## src/rtl/adc_fake_mc_if.sv

```systemverilog
// Control/sample bundle between the fake multi-channel ADC and its consumer.
// The ADC side uses the slave modport; the driver/consumer uses master.
interface adc_fake_mc_if #(
    parameter int WIDTH = 8,
    parameter int CHW   = 2
);
    logic             ena;
    logic [1:0]       mode;
    logic             cont;
    logic             start;
    logic [CHW-1:0]   ch_sel;
    logic             busy;
    logic             valid;
    logic [WIDTH-1:0] dout;
    logic [CHW-1:0]   dch;
    logic             ovr;

    modport master (
        output ena, mode, cont, start, ch_sel,
        input  busy, valid, dout, dch, ovr
    );

    modport slave (
        input  ena, mode, cont, start, ch_sel,
        output busy, valid, dout, dch, ovr
    );
endinterface

```

## src/rtl/adc_fake_mc.sv

```systemverilog
// Behavioural multi-channel ADC: synthetic ramp/triangle/LFSR/constant samples after PERIOD clocks.
// Define ADC_FAKE_OVR_EN to build the sticky overrun (lost request) flag; otherwise ovr is tied 0.
module adc_fake_mc #(
    parameter int WIDTH  = 8,
    parameter int NCH    = 4,
    parameter int CHW    = 2,
    parameter int PERIOD = 50000,
    parameter int TW     = 16
) (
    input  logic          clk,
    input  logic          rst_n,
    adc_fake_mc_if.slave  bus
);

    typedef enum logic {IDLE, CONV} state_t;

    // Galois right-shift masks (bit t-1 set for tap t) giving maximal-length sequences.
    function automatic logic [15:0] lfsr_taps(input int w);
        case (w)
            4:       return 16'h000C;
            5:       return 16'h0014;
            6:       return 16'h0030;
            7:       return 16'h0060;
            8:       return 16'h00B8;
            9:       return 16'h0110;
            10:      return 16'h0240;
            11:      return 16'h0500;
            12:      return 16'h0829;
            13:      return 16'h100D;
            14:      return 16'h2015;
            15:      return 16'h6000;
            default: return 16'hD008;
        endcase
    endfunction

    localparam logic [15:0]      TAPS_ALL = lfsr_taps(WIDTH);
    localparam logic [WIDTH-1:0] TAPS     = TAPS_ALL[WIDTH-1:0];
    localparam logic [TW-1:0]    TMR_LAST = TW'(PERIOD - 1);

    state_t           state, state_nxt;
    logic [TW-1:0]    tmr;
    logic [CHW-1:0]   cur_ch;
    logic [CHW-1:0]   start_ch;
    logic             busy_r;
    logic             valid_r;
    logic [WIDTH-1:0] dout_r;
    logic [CHW-1:0]   dch_r;
    logic             accept;
    logic             fire;

    logic [WIDTH-1:0] acc      [NCH];
    logic             dir_down [NCH];
    logic [WIDTH-1:0] lfsr     [NCH];

    logic [WIDTH-1:0] gen_val;
    logic [WIDTH-1:0] acc_nxt;
    logic             dir_nxt;
    logic [WIDTH-1:0] lfsr_nxt;

    always_comb begin
        state_nxt = state;
        accept    = 1'b0;
        fire      = 1'b0;
        case (state)
            IDLE: begin
                if (bus.start || bus.cont) begin
                    accept    = 1'b1;
                    state_nxt = CONV;
                end
            end
            CONV: begin
                if (tmr == TMR_LAST) begin
                    fire = 1'b1;
                    if (!bus.cont)
                        state_nxt = IDLE;
                end
            end
            default: state_nxt = IDLE;
        endcase
    end

    // Out-of-range one-shot selections (NCH not a power of two) fall back to channel 0.
    always_comb begin
        start_ch = (int'(bus.ch_sel) < NCH) ? bus.ch_sel : '0;
    end

    // Sample value and advanced generator state for the channel being converted.
    always_comb begin
        gen_val  = '0;
        acc_nxt  = acc[cur_ch];
        dir_nxt  = dir_down[cur_ch];
        lfsr_nxt = lfsr[cur_ch];
        case (bus.mode)
            2'd0: begin
                gen_val = acc[cur_ch];
                acc_nxt = acc[cur_ch] + 1'b1;
            end
            2'd1: begin
                gen_val = acc[cur_ch];
                if (!dir_down[cur_ch]) begin
                    if (acc[cur_ch] == '1) begin
                        dir_nxt = 1'b1;
                        acc_nxt = acc[cur_ch] - 1'b1;
                    end else begin
                        acc_nxt = acc[cur_ch] + 1'b1;
                    end
                end else begin
                    if (acc[cur_ch] == '0) begin
                        dir_nxt = 1'b0;
                        acc_nxt = acc[cur_ch] + 1'b1;
                    end else begin
                        acc_nxt = acc[cur_ch] - 1'b1;
                    end
                end
            end
            2'd2: begin
                gen_val  = lfsr[cur_ch];
                lfsr_nxt = lfsr[cur_ch][0] ? ((lfsr[cur_ch] >> 1) ^ TAPS) : (lfsr[cur_ch] >> 1);
            end
            default: begin
                gen_val = WIDTH'(cur_ch);
            end
        endcase
    end

    always_ff @(posedge clk or negedge rst_n) begin
        if (!rst_n)
            state <= IDLE;
        else if (bus.ena)
            state <= state_nxt;
    end

    // Timer, output registers and generator bank; valid drops on every edge it is not re-fired.
    always_ff @(posedge clk or negedge rst_n) begin
        if (!rst_n) begin
            tmr     <= '0;
            cur_ch  <= '0;
            busy_r  <= 1'b0;
            valid_r <= 1'b0;
            dout_r  <= '0;
            dch_r   <= '0;
            for (int c = 0; c < NCH; c++) begin
                acc[c]      <= '0;
                dir_down[c] <= 1'b0;
                lfsr[c]     <= WIDTH'((c % ((1 << WIDTH) - 1)) + 1);
            end
        end else begin
            valid_r <= 1'b0;
            if (bus.ena) begin
                if (accept) begin
                    cur_ch <= bus.cont ? '0 : start_ch;
                    tmr    <= '0;
                    busy_r <= 1'b1;
                end else if (state == CONV) begin
                    if (fire) begin
                        tmr              <= '0;
                        dout_r           <= gen_val;
                        dch_r            <= cur_ch;
                        valid_r          <= 1'b1;
                        acc[cur_ch]      <= acc_nxt;
                        dir_down[cur_ch] <= dir_nxt;
                        lfsr[cur_ch]     <= lfsr_nxt;
                        if (bus.cont)
                            cur_ch <= (int'(cur_ch) == NCH - 1) ? '0 : cur_ch + 1'b1;
                        else
                            busy_r <= 1'b0;
                    end else begin
                        tmr <= tmr + 1'b1;
                    end
                end
            end
        end
    end

`ifdef ADC_FAKE_OVR_EN
    logic ovr_r;

    // Sticky until reset or an accepted one-shot request.
    always_ff @(posedge clk or negedge rst_n) begin
        if (!rst_n) begin
            ovr_r <= 1'b0;
        end else if (bus.ena) begin
            if (accept && !bus.cont)
                ovr_r <= 1'b0;
            else if ((bus.start && busy_r) || (fire && bus.cont && valid_r))
                ovr_r <= 1'b1;
        end
    end

    assign bus.ovr = ovr_r;
`else
    assign bus.ovr = 1'b0;
`endif

    assign bus.busy  = busy_r;
    assign bus.valid = valid_r;
    assign bus.dout  = dout_r;
    assign bus.dch   = dch_r;

endmodule
```

## src/flat_wrapper.sv

```systemverilog
// flat-port wrapper written by rule: the top's interface ports become plain ports
module adc_fake_mc_flat 
#(
    parameter int WIDTH  = 8,
    parameter int NCH    = 4,
    parameter int CHW    = 2,
    parameter int PERIOD = 50000,
    parameter int TW     = 16
)
  (clk, rst_n, bus_ena, bus_mode, bus_cont, bus_start, bus_ch_sel, bus_busy, bus_valid, bus_dout, bus_dch, bus_ovr);
  adc_fake_mc_if #(.WIDTH(WIDTH), .CHW(CHW)) bus_i ();
  input  logic clk;
  input  logic rst_n;
  input wire logic [$bits(bus_i.ena)-1:0] bus_ena;
  input wire logic [$bits(bus_i.mode)-1:0] bus_mode;
  input wire logic [$bits(bus_i.cont)-1:0] bus_cont;
  input wire logic [$bits(bus_i.start)-1:0] bus_start;
  input wire logic [$bits(bus_i.ch_sel)-1:0] bus_ch_sel;
  output wire logic [$bits(bus_i.busy)-1:0] bus_busy;
  output wire logic [$bits(bus_i.valid)-1:0] bus_valid;
  output wire logic [$bits(bus_i.dout)-1:0] bus_dout;
  output wire logic [$bits(bus_i.dch)-1:0] bus_dch;
  output wire logic [$bits(bus_i.ovr)-1:0] bus_ovr;
  assign bus_i.ena = bus_ena;
  assign bus_i.mode = bus_mode;
  assign bus_i.cont = bus_cont;
  assign bus_i.start = bus_start;
  assign bus_i.ch_sel = bus_ch_sel;
  assign bus_busy = bus_i.busy;
  assign bus_valid = bus_i.valid;
  assign bus_dout = bus_i.dout;
  assign bus_dch = bus_i.dch;
  assign bus_ovr = bus_i.ovr;
  adc_fake_mc #(.WIDTH(WIDTH), .NCH(NCH), .CHW(CHW), .PERIOD(PERIOD), .TW(TW)) u_core (.clk(clk), .rst_n(rst_n), .bus(bus_i));
endmodule
```

## config.mk

```make
export PLATFORM = sky130hd
export DESIGN_NAME = adc_fake_mc_flat
export DESIGN_NICKNAME = d
export VERILOG_FILES = /design/src/rtl/adc_fake_mc_if.sv /design/src/rtl/adc_fake_mc.sv /design/src/flat_wrapper.sv
export SDC_FILE = /design/constraint.sdc
export NUM_CORES = 1
export LEC_CHECK = 0
export ABC_AREA = 1
export BUFFER_PORTS_ARGS = -buffer_cell sky130_fd_sc_hd__buf_2
export CORE_MARGIN = 2
export CORE_UTILIZATION = 43
export DETAILED_ROUTE_END_ITERATION = 16
export MAX_ROUTING_LAYER = met4
export SETUP_SLACK_MARGIN = 0.15
export SLEW_MARGIN = 5
export SYNTH_ARGS = -nofsm -noshare
export SYNTH_HDL_FRONTEND = slang
export SYNTH_SLANG_ARGS = --single-unit
```

## constraint.sdc

```tcl
create_clock -name clk -period 2.3 [get_ports clk]
set_input_delay 0.46 -clock clk [delete_from_list [all_inputs] [get_ports clk]]
set_output_delay 0.46 -clock clk [all_outputs]
set_load 0.05 [all_outputs]
```

# After elaboration in Yosys (flattened, before gate mapping)
# Index checks and enable logic that the tools add are counted.
[classes]
n_bitwise = 4
n_lt_le_gt_ge = 2
reduce_logical = 12
eq_ne = 6
add_sub_neg = 4
mux = 51
[op_table]
columns = ["cell", "n"]
rows = [
  ["$mux 8", 10],
  ["$bwmux 32", 2],
  ["$mux 16", 3],
  ["$bmux 8 s2", 2],
  ["$pmux 8 s2", 2],
  ["$mux 1", 21],
  ["$add 16x1->16 const B", 1],
  ["$demux 8 s2", 1],
  ["$eq 16x16->1 const B", 1],
  ["$mux 2", 6],
  ["$reduce_and 4->1", 3],
  ["$add 8x1->8 const B", 1],
  ["$eq 8x8->1 const B", 1],
  ["$logic_not 8->1", 1],
  ["$sub 8x1->8 const B", 1],
  ["$reduce_bool 2->1", 3],
  ["$bwmux 4", 1],
  ["$eq 2x1->1 const B", 2],
  ["$not 3->4", 1],
  ["$ge 3x3->1 const B", 1],
  ["$lt 3x1->1 const B", 1],
  ["$not 2->3", 1],
  ["$add 2x1->2 const B", 1],
  ["$bmux 1 s2", 1],
  ["other kinds (10)", 11],
]
[word_totals]
reg_bits = 99
word_cells = 98
out_inout_bits = 13
in_bits = 9

# Longest topological paths before layout
# Gate-level depths: netlist of run 1.
[logic_depth]
word_depth = 9
depth_mapped = 17
ltp_nobuf = 16

# Worst setup path before layout of run 1
# OpenSTA, ideal clock, no wires.
[synth_path]
kind = "flip-flop to flip-flop"
from = "reg u_core.cur_ch[0]"
to = "reg u_core.acc[12] (netlist bit)"
path_slack_ns = 0.218
setup_ns = 0.117
arrival_ns = 1.966
path_stages_with_launch = 17
synth_period_minus_slack_ns = 2.082
cell_sequence = "dfrtp_1 buf_6 buf_8 nand2_1 nand3_1 nand2_1 inv_2 ha_1 nand3_1 nor2_2 nand3_2 nand2_4 nand2_2 nand3_1 nand3_2 nand2_1 nand2_1"
[synth_between]
elab_chain_len = 9
elab_cells_between_ends = 21
[synth_rtl]
columns = ["item", "line", "rtl"]
rows = [
  ["start: declaration", "adc_fake_mc.sv:42", "logic [CHW-1:0] cur_ch;"],
  ["start signal: assignment", "adc_fake_mc.sv:151", "cur_ch <= bus.cont ? '0 : start_ch;"],
  ["start signal: assignment", "adc_fake_mc.sv:164", "cur_ch <= (int'(cur_ch) == NCH - 1) ? '0 : cur_ch + 1'b1;"],
  ["$not 2->3 (implied by the code) (*)", "--", ""],
  ["$bmux 8 s2", "--", ""],
  ["$mux 8 (implied by the code) (2 in series)", "--", ""],
  ["$add 8x1->8, or another cell as far along", "adc_fake_mc.sv:96, adc_fake_mc.sv:105, adc_fake_mc.sv:110", ""],
  ["$mux 8 (on tied branches)", "adc_fake_mc.sv:101, adc_fake_mc.sv:108", ""],
  ["$mux 8", "adc_fake_mc.sv:100", "if (!dir_down[cur_ch]) begin"],
  ["$pmux 8 s2", "adc_fake_mc.sv:93", "case (bus.mode)"],
  ["$bwmux 32 (*)", "adc_fake_mc.sv:160", "acc[cur_ch] <= acc_nxt;"],
  ["end signal: indexed assignment", "adc_fake_mc.sv:160", ""],
  ["end: declaration", "adc_fake_mc.sv:51", "logic [WIDTH-1:0] acc [NCH];"],
]
# Every way passes the cells marked *; elsewhere a longest branch is shown, timed or not. The select of a mux whose other input is x is not followed.
# A chain may end at the register's enable or synchronous reset.

# Final worst setup path of run 1
[layout_path]
from = "reg u_core.cur_ch[0]"
to = "reg u_core.acc[31] (netlist bit)"
# The elaborated chain is that of the path after synthesis.

==> results.sh, run 1 <==
export IMPL_run_status="finished clean"
export IMPL_ys_warn_count=0
export IMPL_reg2reg_slack_ps=100
export IMPL_placed_cells=950
export IMPL_synth_cells=743
export IMPL_synth_flop_cell="dfrtp_1"
export IMPL_worst_setup_path_end_kind="flip-flop"
export IMPL_r2r_start="u_core.cur_ch[0]$_DFFE_PN0P_"
export IMPL_dr_pass1_iters=5
export IMPL_setup_violations=0
export IMPL_tritoncts="done"
export IMPL_finalHoldViolations=0
export IMPL_place_ws_ps=-43.4
export IMPL_syn_to_final_growth_pct=28.2
export IMPL_first_global_vias=5129
export IMPL_cts_htree_levels=3
export IMPL_timing_max_cap_violations=0
export IMPL_syn_area_per_cell_sq_um=7.67
export IMPL_diodes=0
export IMPL_cts_path_max_buffers=2
export IMPL_async_reset_ff_share_pct=100
export IMPL_synth_distinct_cells=45
export IMPL_final_nets=844
export IMPL_worstPathArrival_ps=2440
export IMPL_yosysSeqAreaShare_pct=43.6
export IMPL_ant_nets=0
export IMPL_ir_drop_uv=736
export IMPL_insertion_delay_ps=360
export IMPL_grt_antenna_before_repair=0
export IMPL_slew_viol_final=0
export IMPL_reg2regPathDepth=15
export IMPL_final_cells=1009
export IMPL_finClkSkew_ps=9.82
export IMPL_grt_pass1_wl_um=25800
export IMPL_total_power_mw=3.84
export IMPL_power_density_nw_per_um2=527
export IMPL_clock_sinks=99
export IMPL_max_stage_delay_ps=510
export IMPL_grt_max_degree=38
export IMPL_holdCritPathClass="in2async"
export IMPL_grt_overflow=0
export IMPL_viasPerCell=5.34
export IMPL_fin_crit_ps=2200
export IMPL_die_area_sq_um=14200
export IMPL_p_leak_nw=3.50
export IMPL_cts_root_buf="clkbuf_16"
export IMPL_synth_nets=759
export IMPL_crit_path_start_kind="flip-flop"
export IMPL_drc=0
export IMPL_ys_ff_latch=99
export IMPL_crit_chain="buf_6, buf_16, buf_8, nand2_1, nand3_2, nand2_4, nand2_2, nor2_4, nand3_4, nand2_8, nand2_8, nand3_4, nand3_4, nand2_1, nand2_1"
export IMPL_clock_fmax_mhz=455
export IMPL_setup_ws_ps=100
export IMPL_dpl_hpwl_um=10900
export IMPL_core_area_sq_um=13100
export IMPL_yosysTopAreaCell="dfrtp_1"
export IMPL_rsz0062_at_grt="true"
export IMPL_synth_edf_count=0
export IMPL_path_delay_family="simple AND/OR/NAND/NOR gates"
export IMPL_drive_gt1_share_pct=31.2
export IMPL_wl_um=16700
export IMPL_path_buf_inv=3
export IMPL_start_util_pct=43.5
export IMPL_grt_usage_pct=24.0
export IMPL_critPathKind="reg2reg"
export IMPL_ios=22
export IMPL_portBuffers=20
export IMPL_max_slew_margin_pct=64.1
export IMPL_vias=5389
export IMPL_crit_required_ps=2540
export IMPL_first_iter_violations=520
export IMPL_synth_area_leaders="dfrtp_1, nand2_1, nand3_1"
export IMPL_r2r_end="u_core.acc[31]$_DFFE_PN0P_"
export IMPL_timing_critical_path_depth=15
export IMPL_startpoint="u_core.cur_ch[0]$_DFFE_PN0P_"
export IMPL_clkTransAtPathRegs_ps=70
export IMPL_crit_end="u_core.acc[31]$_DFFE_PN0P_"
export IMPL_wl_per_cell_um=16.5
export IMPL_die_y_um=119
export IMPL_fin_crit_sh_pct=95.6
export IMPL_cp_max_fo=6
export IMPL_worstMarginPinSlew_ps=538
export IMPL_gp_congestion=0.893
export IMPL_die_x_um=119
export IMPL_netlist_area_sq_um=5700
export IMPL_cts_buffers=9
export IMPL_synth_top_area_share_pct=41.3
export IMPL_rows=42
export IMPL_crit_slowest_cell="dfrtp_2"
[layout make-up]
cell class / count / area (sq um)
Multi-Input combinational cell: 562 / 3260
Timing Repair Buffer: 99 / 823
Tap cell: 176 / 220
Clock buffer: 10 / 229
Clock inverter: 6 / 40.0
Sequential cell: 99 / 2480
Fill cell: 1177 / 5780
Inverter: 56 / 238
Timing Repair inverter: 1 / 11.3
[metal layers]
metal / share of wire (%) / up-vias / GRT usage (%)
met1: 43 / 2627 / 29.6
met4: 3.0 / 0 / 9.60
met2: 49 / 150 / 38.8
met5: 0 / - / -
li1: - / 2574 / -
met3: 4.6 / 38 / 4.93
[power by group]
part	total, mW	internal, mW	switching [mW]
clock network	1.42	0.736	0.688
logic	0.549	0.215	0.334
registers	1.87	1.80	0.0690
total	3.84	2.75	1.09
[what timing repair did]
item,CTS,global route
setup endpoints to repair,64,89
gates resized for setup,19,126
hold buffers,0,0
gates cloned,4,1
pin swaps,9,36
buffers inserted,13,26
[synth_stat cells, types with 3 or more instances]
cell type	instances
buf_6	14
a31oi_1	3
dfstp_2	5
o21ai_2	4
buf_2	5
nand3_2	7
o21ai_0	36
o22ai_1	5
dfrtp_1	94
nand2_4	3
xor2_1	9
mux2_2	6
ha_1	7
nor2_1	49
a21oi_1	13
inv_1	45
nor2_2	7
nand3_1	67
nor4_1	3
o21ai_1	25
nand2_2	15
nor2_4	6
inv_2	11
nor3_1	6
nand4_1	8
nand2_1	266
buf_4	4
clkbuf_1	3
[flip-flops by register name, indices dropped and copies added, names as in the netlist]
signal	count
u_core.bus.valid	1
u_core.state	1
u_core.acc	32
u_core.dir_down	4
u_core.tmr	16
u_core.bus.dout	8
u_core.lfsr	32
u_core.cur_ch	2
u_core.bus.busy	1
u_core.bus.dch	2
[metrics by stage]
stage / utilization, % / TNS (ps) / area, sq um / hold slack (ps)
after floorplan: - / 0 / 5700 / 164
final: 55.8 / 0 / 7300 / 68.8
after global placement: 46.4 / 0 / 6080 / 453
after detailed placement: 46.4 / -220 / 6080 / 463
after global routing: 55.8 / 0 / 7300 / 98.1
after CTS: 50.6 / 0 / 6630 / 90.9
[placed cells by master, fill, tap and decap left out, drive strengths merged]
master,netlist,layout
a21oi,14,14
o21ai,65,65
a31oi,3,3
clkinv,0,3
nand2,284,285
ha,7,7
a311oi,1,1
a211oi,1,1
nor4,4,4
nand4,8,8
a221oi,1,1
nor3,7,7
clkbuf,3,10
o22a,1,1
xnor2,1,1
clkinvlp,0,1
buf,24,99
o22ai,5,5
nor2,62,62
dfstp,5,5
a21o,1,1
a22oi,1,1
xor2,9,9
conb,1,1
or2,2,2
mux2,6,6
inv,56,59
dfrtp,94,94
nand3b,1,1
a32oi,1,1
nand3,75,75
[kinds of logic after synthesis]
| kind of cell | after synthesis | synth area share (%) |
|---|---|---|
| simple gates | 443 | 35.0 |
| flops | 99 | 43.6 |
| compound gates | 94 | 9.16 |
| buf+inv | 83 | 7.89 |
| xor+xnor | 10 | 1.54 |
| fa+ha+maj | 7 | 1.54 |
| mux | 6 | 1.19 |
| other cells | 1 | 0.0658 |
[how the worst min path moves through the flow]
stage | to | from | depth (start not counted) | slack (ps)
6_report | u_core.lfsr[31]$_DFFE_PN0P_ | rst_n | 1 | 70
5_1_grt | u_core.lfsr[31]$_DFFE_PN0P_ | rst_n | 1 | 100
4_1_cts | u_core.lfsr[31]$_DFFE_PN0P_ | rst_n | 1 | 90
3_5_place_dp | u_core.lfsr[31]$_DFFE_PN0P_ | rst_n | 1 | 460
3_3_place_gp | u_core.lfsr[31]$_DFFE_PN0P_ | rst_n | 1 | 450
2_1_floorplan | u_core.acc[0]$_DFFE_PN0P_ | rst_n | 0 | 160
No activity file was read; power rests on OpenSTA's default activity.
==> inputs of run 2 (changes only) <==
- CELL_PAD_IN_SITES_DETAIL_PLACEMENT: not set -> 0
- CELL_PAD_IN_SITES_GLOBAL_PLACEMENT: not set -> 1
- PLACE_DENSITY_LB_ADDON: not set -> 0.1
==> run 2 against run 1 <==
Effect of this change: sequential share of layout area up 1.1 points; largest cell class unchanged; largest power group unchanged; first-iteration DRC count down 23%; register-to-register slack better by 110 ps; final area down 3.1%; sequential power about the same; clock skew down 1.0 ps; critical path type unchanged; core utilization down 1.7 points; flip-flop and latch count unchanged.
==> results.sh, run 2 (synthesis results as in run 1) <==
export IMPL_run_status="finished clean"
export IMPL_timing_max_cap_violations=0
export IMPL_slew_viol_final=0
export IMPL_setup_violations=0
export IMPL_insertion_delay_ps=350
export IMPL_clkTransAtPathRegs_ps=70
export IMPL_die_y_um=119
export IMPL_cp_max_fo=7
export IMPL_p_leak_nw=3.37
export IMPL_clock_fmax_mhz=478
export IMPL_fillCellCount=1231
export IMPL_grt_antenna_before_repair=1
export IMPL_timing_critical_path_depth=15
export IMPL_power_share_sequential_pct=46.5
export IMPL_viasPerCell=5.22
export IMPL_cts_buffers=9
export IMPL_final_cell_area_sq_um=7070
export IMPL_startpoint="u_core.cur_ch[0]$_DFFE_PN0P_"
export IMPL_core_area_sq_um=13100
export IMPL_crit_required_ps=2540
export IMPL_final_common_cell="nand2_1"
export IMPL_r2r_start="u_core.cur_ch[0]$_DFFE_PN0P_"
export IMPL_die_x_um=119
export IMPL_first_iter_violations=398
export IMPL_reg2regPathDepth=15
export IMPL_grt_overflow=0
export IMPL_crit_slowest_cell="dfrtp_2"
export IMPL_portBuffers=20
export IMPL_worst_setup_path_end_kind="flip-flop"
export IMPL_fin_crit_sh_pct=90.9
export IMPL_p_comb_share_pct=11.6
export IMPL_path_delay_family="simple AND/OR/NAND/NOR gates"
export IMPL_ir_drop_uv=406
export IMPL_drc=0
export IMPL_start_util_pct=43.5
export IMPL_drive_gt1_share_pct=27.9
export IMPL_path_buf_inv=2
export IMPL_vias=5166
export IMPL_rsz0062_at_grt="true"
export IMPL_worstPathArrival_ps=2340
export IMPL_wl_um=15900
export IMPL_crit_chain="buf_12, nand2_2, nand3_1, nand2_4, inv_2, ha_4, nand3_4, nor2_4, nand3_4, nand2_8, nand2_4, nand2_1, nand3_2, nand3_1, nand2_1"
export IMPL_power_density_nw_per_um2=569
export IMPL_first_global_vias=4866
export IMPL_grt_usage_pct=23.5
export IMPL_switchingPower_mw=1.07
export IMPL_wl_per_cell_um=16.0
export IMPL_max_stage_delay_ps=480
export IMPL_finalHoldViolations=0
export IMPL_reg_top3="u_core.acc x32, u_core.lfsr x32, u_core.tmr x16"
export IMPL_finClkSkew_ps=8.81
export IMPL_pwr_share_clk_pct=41.9
export IMPL_ios=22
export IMPL_p_int_mw=2.96
export IMPL_critPathKind="reg2reg"
export IMPL_gp_congestion=0.909
export IMPL_cts_root_buf="clkbuf_16"
export IMPL_ant_nets=0
export IMPL_setup_tns_ps=0
export IMPL_rows=42
export IMPL_cts_path_max_buffers=2
export IMPL_holdCritPathClass="in2async"
export IMPL_cts_htree_levels=3
export IMPL_tritoncts="done"
export IMPL_hold_buffers=0
export IMPL_dpl_hpwl_um=11200
export IMPL_grt_max_degree=47
export IMPL_clock_sinks=99
export IMPL_dr_pass1_iters=5
export IMPL_final_nets=824
export IMPL_fin_crit_ps=2090
export IMPL_grt_pass1_wl_um=25300
export IMPL_die_area_sq_um=14200
export IMPL_sw_frac_of_total_pct=26.5
export IMPL_crit_path_start_kind="flip-flop"
export IMPL_syn_to_final_growth_pct=24.2
export IMPL_post_dp_cell_area_sq_um=6060
export IMPL_most_common_layout_cells="nand2_1, dfrtp_1, nand3_1"
export IMPL_total_power_mw=4.02
[run 2: changes by cell type in the layout (fill, tap and decap cells not counted), moves of 4 or more]
cell,before,now
buf_4,65,48
nand3_1,45,54
nand3_2,18,12
nor2_1,37,41
nor2_2,12,8
[run 2: metal layers]
metal	share of wire [%]	routed length (um)	vias to the layer above	GRT usage, %
li1	-	-	2541	-
met1	45	7130	2480	30.0
met2	49	7810	120	38.2
met3	3.5	550	25	4.07
met4	2.4	382	0	7.66
met5	0	0	-	-
[run 2: stage by stage]
stage          setup WS [ps]  utilization (%)  std cells  hold slack, ps
6_report                 209             54.1        990            30.0
5_1_grt                 87.5             54.1        990            67.5
4_1_cts                  157             49.3        966            42.3
3_5_place_dp            63.7             46.3        944             423
3_3_place_gp            53.3             46.3        944             422
2_1_floorplan            218                -        743             164
[run 2: path summary, 6_finish.rpt]
check | to | slack (ps)
max | u_core.acc[17]$_DFFE_PN0P_ | 210
min reg2reg | u_core.lfsr[9]$_DFFE_PN1P_ | 480
max reg2reg | u_core.acc[17]$_DFFE_PN0P_ | 210
min in group clk | u_core.cur_ch[1]$_DFFE_PN0P_ | 420
max in group asynchronous | u_core.acc[25]$_DFFE_PN0P_ | 1600
min | u_core.lfsr[23]$_DFFE_PN0P_ | 30
[run 2: timing repair]
action,in CTS,in global routing
resized for setup,11,110
setup buffers,5,22
gates cloned,1,1
endpoints found under the hold margin,0,0
pin swaps,3,49
setup endpoints to repair,55,86
[run 2: power groups by stage]
stage	Combinational, mW	Clock [mW]	Sequential [mW]
after floorplan	0.276	0	1.89
after global placement	0.408	0	1.90
after detailed placement	0.415	0	1.90
after CTS	0.420	1.73	1.87
after global routing	0.525	1.79	1.88
final	0.467	1.69	1.87
[run 2: area by class of cell]
cell class	instances	area, sq um	area share (%)
antenna	1	2.50	0.0354
clock buffer	11	243	3.43
clock inverter	5	83.8	1.19
inverter	56	233	3.29
multi-input combinational	562	3170	44.8
sequential	99	2490	35.1
tap	176	220	3.11
timing repair buffer	79	633	8.95
timing repair inverter	1	6.26	0.0884
